### src/rtl/uart_rx_frame_counter_if.sv
// Control and status bundle between the RX start detector and the edge/bit counter.
// master drives configuration and restart; slave (the counter) returns positions and strobes.
interface uart_rx_frame_counter_if #(
    parameter int PRESCALE_W = 6,
    parameter int BIT_CNT_W  = 4
);
    logic [PRESCALE_W-1:0] Cnt_prescale;
    logic [BIT_CNT_W-1:0]  Cnt_frame_len;
    logic                  Cnt_enable;
    logic                  Cnt_restart;
    logic [PRESCALE_W-1:0] Cnt_edge_cnt;
    logic [BIT_CNT_W-1:0]  Cnt_bit_cnt;
    logic                  Cnt_busy;
    logic                  Cnt_edge_finish;
    logic                  Cnt_sample_strobe;
    logic                  Cnt_sample_last;
    logic                  Cnt_frame_done;

    modport master (
        output Cnt_prescale, Cnt_frame_len, Cnt_enable, Cnt_restart,
        input  Cnt_edge_cnt, Cnt_bit_cnt, Cnt_busy, Cnt_edge_finish,
               Cnt_sample_strobe, Cnt_sample_last, Cnt_frame_done
    );

    modport slave (
        input  Cnt_prescale, Cnt_frame_len, Cnt_enable, Cnt_restart,
        output Cnt_edge_cnt, Cnt_bit_cnt, Cnt_busy, Cnt_edge_finish,
               Cnt_sample_strobe, Cnt_sample_last, Cnt_frame_done
    );
endinterface

### src/rtl/uart_rx_frame_counter.sv
// UART RX oversampling edge/bit counter with IDLE/RUN control; restart -> busy, edge 0 one clock later.
// No backpressure: free-runs once in RUN. CNT_CONFIG_LATCH_EN latches prescale/frame length on restart.
module uart_rx_frame_counter #(
    parameter int PRESCALE_W = 6,
    parameter int BIT_CNT_W  = 4
) (
    input  logic                    Cnt_CLK,
    input  logic                    Cnt_RST,
    uart_rx_frame_counter_if.slave  cnt
);
    typedef enum logic {
        IDLE = 1'b0,
        RUN  = 1'b1
    } state_t;

    localparam logic [PRESCALE_W-1:0] P_MIN = PRESCALE_W'(4);
    localparam logic [BIT_CNT_W-1:0]  L_MIN = BIT_CNT_W'(1);

    state_t                state;
    logic [PRESCALE_W-1:0] edge_cnt;
    logic [BIT_CNT_W-1:0]  bit_cnt;
    logic                  frame_done;

    logic [PRESCALE_W-1:0] p_live, p_eff, p_last, mid, mid_lo, mid_hi;
    logic [BIT_CNT_W-1:0]  l_live, l_eff, l_last;
    logic                  run, start, edge_finish, frame_end;

    assign p_live = (cnt.Cnt_prescale  < P_MIN) ? P_MIN : cnt.Cnt_prescale;
    assign l_live = (cnt.Cnt_frame_len < L_MIN) ? L_MIN : cnt.Cnt_frame_len;
    assign start  = cnt.Cnt_enable & cnt.Cnt_restart;

`ifdef CNT_CONFIG_LATCH_EN
    logic [PRESCALE_W-1:0] p_reg;
    logic [BIT_CNT_W-1:0]  l_reg;

    always_ff @(posedge Cnt_CLK or posedge Cnt_RST) begin
        if (Cnt_RST) begin
            p_reg <= P_MIN;
            l_reg <= L_MIN;
        end else if (start) begin
            p_reg <= p_live;
            l_reg <= l_live;
        end
    end

    assign p_eff = p_reg;
    assign l_eff = l_reg;
`else
    assign p_eff = p_live;
    assign l_eff = l_live;
`endif

    assign p_last = p_eff - PRESCALE_W'(1);
    assign l_last = l_eff - BIT_CNT_W'(1);
    assign mid    = p_eff >> 1;
    assign mid_lo = mid - PRESCALE_W'(1);
    assign mid_hi = mid + PRESCALE_W'(1);
    assign run    = (state == RUN);

    // >= rather than == so a live shrink of P or L below the current count still wraps/ends cleanly.
    assign edge_finish = run && (edge_cnt >= p_last);
    assign frame_end   = edge_finish && (bit_cnt >= l_last);

    always_ff @(posedge Cnt_CLK or posedge Cnt_RST) begin
        if (Cnt_RST) begin
            state      <= IDLE;
            edge_cnt   <= '0;
            bit_cnt    <= '0;
            frame_done <= 1'b0;
        end else begin
            frame_done <= 1'b0;
            if (!cnt.Cnt_enable) begin
                state    <= IDLE;
                edge_cnt <= '0;
                bit_cnt  <= '0;
            end else if (start) begin
                // restart beats a coinciding frame end, so no done pulse in that case
                state    <= RUN;
                edge_cnt <= '0;
                bit_cnt  <= '0;
            end else if (run) begin
                if (frame_end) begin
                    state      <= IDLE;
                    edge_cnt   <= '0;
                    bit_cnt    <= '0;
                    frame_done <= 1'b1;
                end else if (edge_finish) begin
                    edge_cnt <= '0;
                    bit_cnt  <= bit_cnt + BIT_CNT_W'(1);
                end else begin
                    edge_cnt <= edge_cnt + PRESCALE_W'(1);
                end
            end
        end
    end

    assign cnt.Cnt_edge_cnt      = edge_cnt;
    assign cnt.Cnt_bit_cnt       = bit_cnt;
    assign cnt.Cnt_busy          = run;
    assign cnt.Cnt_edge_finish   = edge_finish;
    assign cnt.Cnt_sample_strobe = run && ((edge_cnt == mid_lo) || (edge_cnt == mid) || (edge_cnt == mid_hi));
    assign cnt.Cnt_sample_last   = run && (edge_cnt == mid_hi);
    assign cnt.Cnt_frame_done    = frame_done;
endmodule

### src/flat_wrapper.sv
// flat-port wrapper written by rule: the top's interface ports become plain ports
module uart_rx_frame_counter_flat 
#(
    parameter int PRESCALE_W = 6,
    parameter int BIT_CNT_W  = 4
)
  (Cnt_CLK, Cnt_RST, cnt_Cnt_prescale, cnt_Cnt_frame_len, cnt_Cnt_enable, cnt_Cnt_restart, cnt_Cnt_edge_cnt, cnt_Cnt_bit_cnt, cnt_Cnt_busy, cnt_Cnt_edge_finish, cnt_Cnt_sample_strobe, cnt_Cnt_sample_last, cnt_Cnt_frame_done);
  uart_rx_frame_counter_if #(.PRESCALE_W(PRESCALE_W), .BIT_CNT_W(BIT_CNT_W)) cnt_i ();
  input  logic Cnt_CLK;
  input  logic Cnt_RST;
  input wire logic [$bits(cnt_i.Cnt_prescale)-1:0] cnt_Cnt_prescale;
  input wire logic [$bits(cnt_i.Cnt_frame_len)-1:0] cnt_Cnt_frame_len;
  input wire logic [$bits(cnt_i.Cnt_enable)-1:0] cnt_Cnt_enable;
  input wire logic [$bits(cnt_i.Cnt_restart)-1:0] cnt_Cnt_restart;
  output wire logic [$bits(cnt_i.Cnt_edge_cnt)-1:0] cnt_Cnt_edge_cnt;
  output wire logic [$bits(cnt_i.Cnt_bit_cnt)-1:0] cnt_Cnt_bit_cnt;
  output wire logic [$bits(cnt_i.Cnt_busy)-1:0] cnt_Cnt_busy;
  output wire logic [$bits(cnt_i.Cnt_edge_finish)-1:0] cnt_Cnt_edge_finish;
  output wire logic [$bits(cnt_i.Cnt_sample_strobe)-1:0] cnt_Cnt_sample_strobe;
  output wire logic [$bits(cnt_i.Cnt_sample_last)-1:0] cnt_Cnt_sample_last;
  output wire logic [$bits(cnt_i.Cnt_frame_done)-1:0] cnt_Cnt_frame_done;
  assign cnt_i.Cnt_prescale = cnt_Cnt_prescale;
  assign cnt_i.Cnt_frame_len = cnt_Cnt_frame_len;
  assign cnt_i.Cnt_enable = cnt_Cnt_enable;
  assign cnt_i.Cnt_restart = cnt_Cnt_restart;
  assign cnt_Cnt_edge_cnt = cnt_i.Cnt_edge_cnt;
  assign cnt_Cnt_bit_cnt = cnt_i.Cnt_bit_cnt;
  assign cnt_Cnt_busy = cnt_i.Cnt_busy;
  assign cnt_Cnt_edge_finish = cnt_i.Cnt_edge_finish;
  assign cnt_Cnt_sample_strobe = cnt_i.Cnt_sample_strobe;
  assign cnt_Cnt_sample_last = cnt_i.Cnt_sample_last;
  assign cnt_Cnt_frame_done = cnt_i.Cnt_frame_done;
  uart_rx_frame_counter #(.PRESCALE_W(PRESCALE_W), .BIT_CNT_W(BIT_CNT_W)) u_core (.Cnt_CLK(Cnt_CLK), .Cnt_RST(Cnt_RST), .cnt(cnt_i));
endmodule
### config.mk
export PLATFORM = sky130hd
export DESIGN_NAME = uart_rx_frame_counter_flat
export DESIGN_NICKNAME = d
export VERILOG_FILES = /design/src/rtl/uart_rx_frame_counter_if.sv /design/src/rtl/uart_rx_frame_counter.sv /design/src/flat_wrapper.sv
export SDC_FILE = /design/constraint.sdc
export NUM_CORES = 1
export LEC_CHECK = 0
export CORE_MARGIN = 2
export CORE_UTILIZATION = 30
export DETAILED_ROUTE_END_ITERATION = 10
export PLACE_DENSITY = 0.5
export SETUP_SLACK_MARGIN = 0.4
export SLEW_MARGIN = 20
export SYNTH_ARGS = -nofsm -noshare
export SYNTH_HDL_FRONTEND = slang
export SYNTH_SLANG_ARGS = --single-unit
### constraint.sdc
create_clock -name Cnt_CLK -period 5.5 [get_ports Cnt_CLK]
set_input_delay 1.375 -clock Cnt_CLK [delete_from_list [all_inputs] [get_ports Cnt_CLK]]
set_output_delay 1.375 -clock Cnt_CLK [all_outputs]
set_load 0.03 [all_outputs]
==> impl_metrics.ini <==
[placed_design]
dp.cells = 228
gp_congestion = 0.797
place_area_sq_um = 1630
dpl.hpwl_microns = 2470
place_ws_ns = 0.0773
port_buffers = 28

[yosys]
synth.distinct_cells = 36
syn_area_sq_um = 1270
synth_fp_nets = 180
ys_ff_latch = 12
synth_warnings = 0
synth.avg_cell_area_sq_um = 8.48
syn_inst = 150
ys_seq_area_share_pct = 23.6

[layout]
layout.cells.non_filler = 233
final_area_sq_um = 1680
fin_util_pct = 41.6
syn2layout_area_growth_pct = 31.9
drive_gt1_share_pct = 12.6
fin_nets = 214
n_antenna_cell = 0

[floorplanning]
die_y_microns = 69.1
io_pins = 29
start_util_pct = 31.6
dieArea_sq_um = 4780
num_rows = 23
core_sq_um = 4030
die_w_microns = 69.1

[setup_path]
cpPeakStageDelay_ns = 0.33
crit_required_ns = 4.12
worstPathArrival_ns = 3.54
worstRegToRegCells = 7
worstPathMaxFanout = 6
cp_top_family = buffers and inverters
end_kind = output pin
crit_start = cnt_Cnt_prescale[2]
critical_path_depth = 12
crit_buf_inv = 3
crit_type = in -> out
regToRegStartpoint = u_core.cnt.Cnt_edge_cnt[3]
cpMaxStageDelayCell = dlygate4sd2_1
start_kind = input port
crit_chain = dlygate4sd2_1 -> o41ai_1 -> buf_4 -> ha_1 -> nand2_1 -> mux2i_1 -> ha_1 -> nand2_1 -> o21ai_1 -> o21ba_2 -> nor2_2 -> buf_4

[hold_path]
hp-class = reg -> reg
worstHoldStart = u_core.cnt.Cnt_bit_cnt[0]
hold_depth = 2

[power]
vdd_ir_drop_max_uv = 104
leakagePower_nw = 0.729
seq_power_share_pct = 36.1
power.density_nw_per_um2 = 152
combPwrFrac_pct = 26.4
p_sw_share_pct = 28.0
internal_power_uw = 184
power.switching_uw = 71.6
p_clk_share_pct = 37.5

[timing]
fin_setup_tns_ns = 0
finalHoldViolations = 0
max_freq_mhz = 203
maxSlewHeadroom_pct = 68.7
rsz0062_at_grt = no
final_max_slew_viol_count = 0
setup_slack_ns = 0.583
period_share_pct = 89.4
finClkSkew_ns = 0.00655
tightestPinTransition_ns = 0.469
finalSetupViolCount = 0
post-route-min-period_ns = 4.92

[drt]
drt-total-wl_microns = 3230
dr.pass1.iters = 4
num_vias = 1214
via_per_inst = 5.21
ant_nets = 0
wl_per_cell_microns = 13.9
drc = 0
drt-initial-drc-count = 43

[run_status]
status = finished, final reports clean

[clocking]
cts_buffer_depth = 2
cts-htree-levels = 1
clock_latency_ns = 0.24
clkTransAtPathRegs_ns = 0.05
cts_tree = yes
clock-sinks = 12
cts_made_buffers = 3
cts_hold_buffers = 0
cts-root-buf = clkbuf_8

[grt]
grt_pass1_wl_microns = 5410
grt_max_degree = 14
antenna_found_initial = 0
grt_pass1_vias = 1180
grt_util_all_layers_pct = 13.3
grt-ovfl-total = 0

[job]
drv_cap = 0
layout by cell type (no fill, tap or decap), types with 8 or more instances in the layout:
| master | Yosys | layout |
|---|---|---|
| a21oi_1 | 9 | 9 |
| nand2_1 | 9 | 9 |
| dfrtp_1 | 12 | 12 |
| clkdlybuf4s50_1 | 0 | 21 |
| buf_4 | 1 | 11 |
| xnor2_1 | 9 | 9 |
| nor2_1 | 10 | 8 |
| inv_1 | 8 | 8 |
| ha_1 | 16 | 15 |
kinds of logic after synthesis:
| group | share of synthesized area, % |
|---|---|
| AND/OR/NAND/NOR | 22.2 |
| AO/OA/AOI/OAI | 18.1 |
| XOR/XNOR | 12.9 |
| buffers and inverters | 5.90 |
| adder cells (fa/ha/maj) | 15.7 |
| flip-flops | 23.6 |
| multiplexers | 1.57 |
timing repair:
item / CTS / global route
pin swaps: 1 / 2
setup buffers: 1 / 0
resized for setup: 7 / 7
setup endpoints to repair: 2 / 1
worst paths after layout:
| path | end | slack, ns |
|---|---|---|
| hold reg to reg | u_core.cnt.Cnt_bit_cnt[0] | 0.61 |
| setup / recovery | cnt_Cnt_edge_finish | 0.58 |
| setup reg to reg | u_core.cnt.Cnt_busy | 3.61 |
| hold / removal | u_core.cnt.Cnt_bit_cnt[0] | 0.61 |
| min in group asynchronous | u_core.cnt.Cnt_edge_cnt[0] | 1.44 |
| max in group asynchronous | u_core.cnt.Cnt_bit_cnt[3] | 3.73 |
cells in the mapped netlist:
cell / count / area [sq um]
xor3_1: 1 / 23.8
o21ai_0: 6 / 30.0
nand4_1: 7 / 43.8
o22ai_1: 1 / 6.26
a31oi_1: 3 / 18.8
o31ai_1: 1 / 7.51
o41ai_1: 1 / 8.76
a21oi_1: 9 / 45.0
o21ba_2: 1 / 10.0
o21bai_1: 1 / 7.51
nand2b_1: 5 / 31.3
nand2_1: 9 / 33.8
and3_1: 4 / 25.0
nor2_1: 10 / 37.5
nand3_1: 6 / 30.0
xor2_1: 7 / 61.3
o2111a_1: 1 / 11.3
o21a_1: 3 / 22.5
clkbuf_1: 3 / 11.3
nor4_1: 3 / 18.8
a211oi_1: 1 / 7.51
buf_6: 1 / 11.3
mux2i_1: 2 / 20.0
a311o_1: 1 / 10.0
nand3b_1: 2 / 15.0
a211o_1: 1 / 8.76
o22a_1: 1 / 8.76
o41ai_4: 1 / 27.5
buf_4: 1 / 7.51
nor3_1: 7 / 35.0
buf_2: 3 / 15.0
inv_1: 8 / 30.0
ha_1: 16 / 200
xnor2_1: 9 / 78.8
dfrtp_1: 12 / 300
nor2b_1: 2 / 12.5
per-layer routing:
metal | wire, microns | track usage (%) | vias up
met5 | 0 | 0 | -
met4 | 24 | 4.58 | 0
met3 | 108 | 1.61 | 4
met2 | 1540 | 22.6 | 26
met1 | 1560 | 17.3 | 571
li1 | - | - | 613
sequential cells by signal, indices dropped and copies added (netlist names):
register                   flops
u_core.cnt.Cnt_edge_cnt        6
u_core.cnt.Cnt_bit_cnt         4
u_core.cnt.Cnt_busy            1
u_core.cnt.Cnt_frame_done      1
worst reg2reg max path: stages, from the launching register on:
cell and delay [ns]:
dfrtp_1 0.50, ha_1 0.36, a21oi_1 0.06, o21ai_1 0.15, o21ba_2 0.20, buf_4 0.17, o21a_1 0.18, o21a_1 0.16
power by group through the flow:
stage               clock network, mW  logic, mW  registers, mW
floorplan                           0     0.0422         0.0939
global placement                    0     0.0670         0.0938
detailed placement                  0     0.0680         0.0939
CTS                            0.0983     0.0680         0.0924
global route                    0.102     0.0753         0.0925
finish                         0.0959     0.0675         0.0923
per-stage QoR:
step	power, mW	hold WS, ns
CTS	0.259	0.613
detailed placement	0.162	0.603
floorplan	0.136	0.728
finish	0.256	0.613
global placement	0.161	0.613
global route	0.270	0.649
final cells by class:
type                    count  area [sq um]
multi-input cells         122           905
clock buffers               4          55.1
repair buffers             37           325
flip-flops and latches     12           300
inverters                   8          30.0
well taps                  50          62.6
fillers                   428          2350
Power figures use the tool's default switching activity.
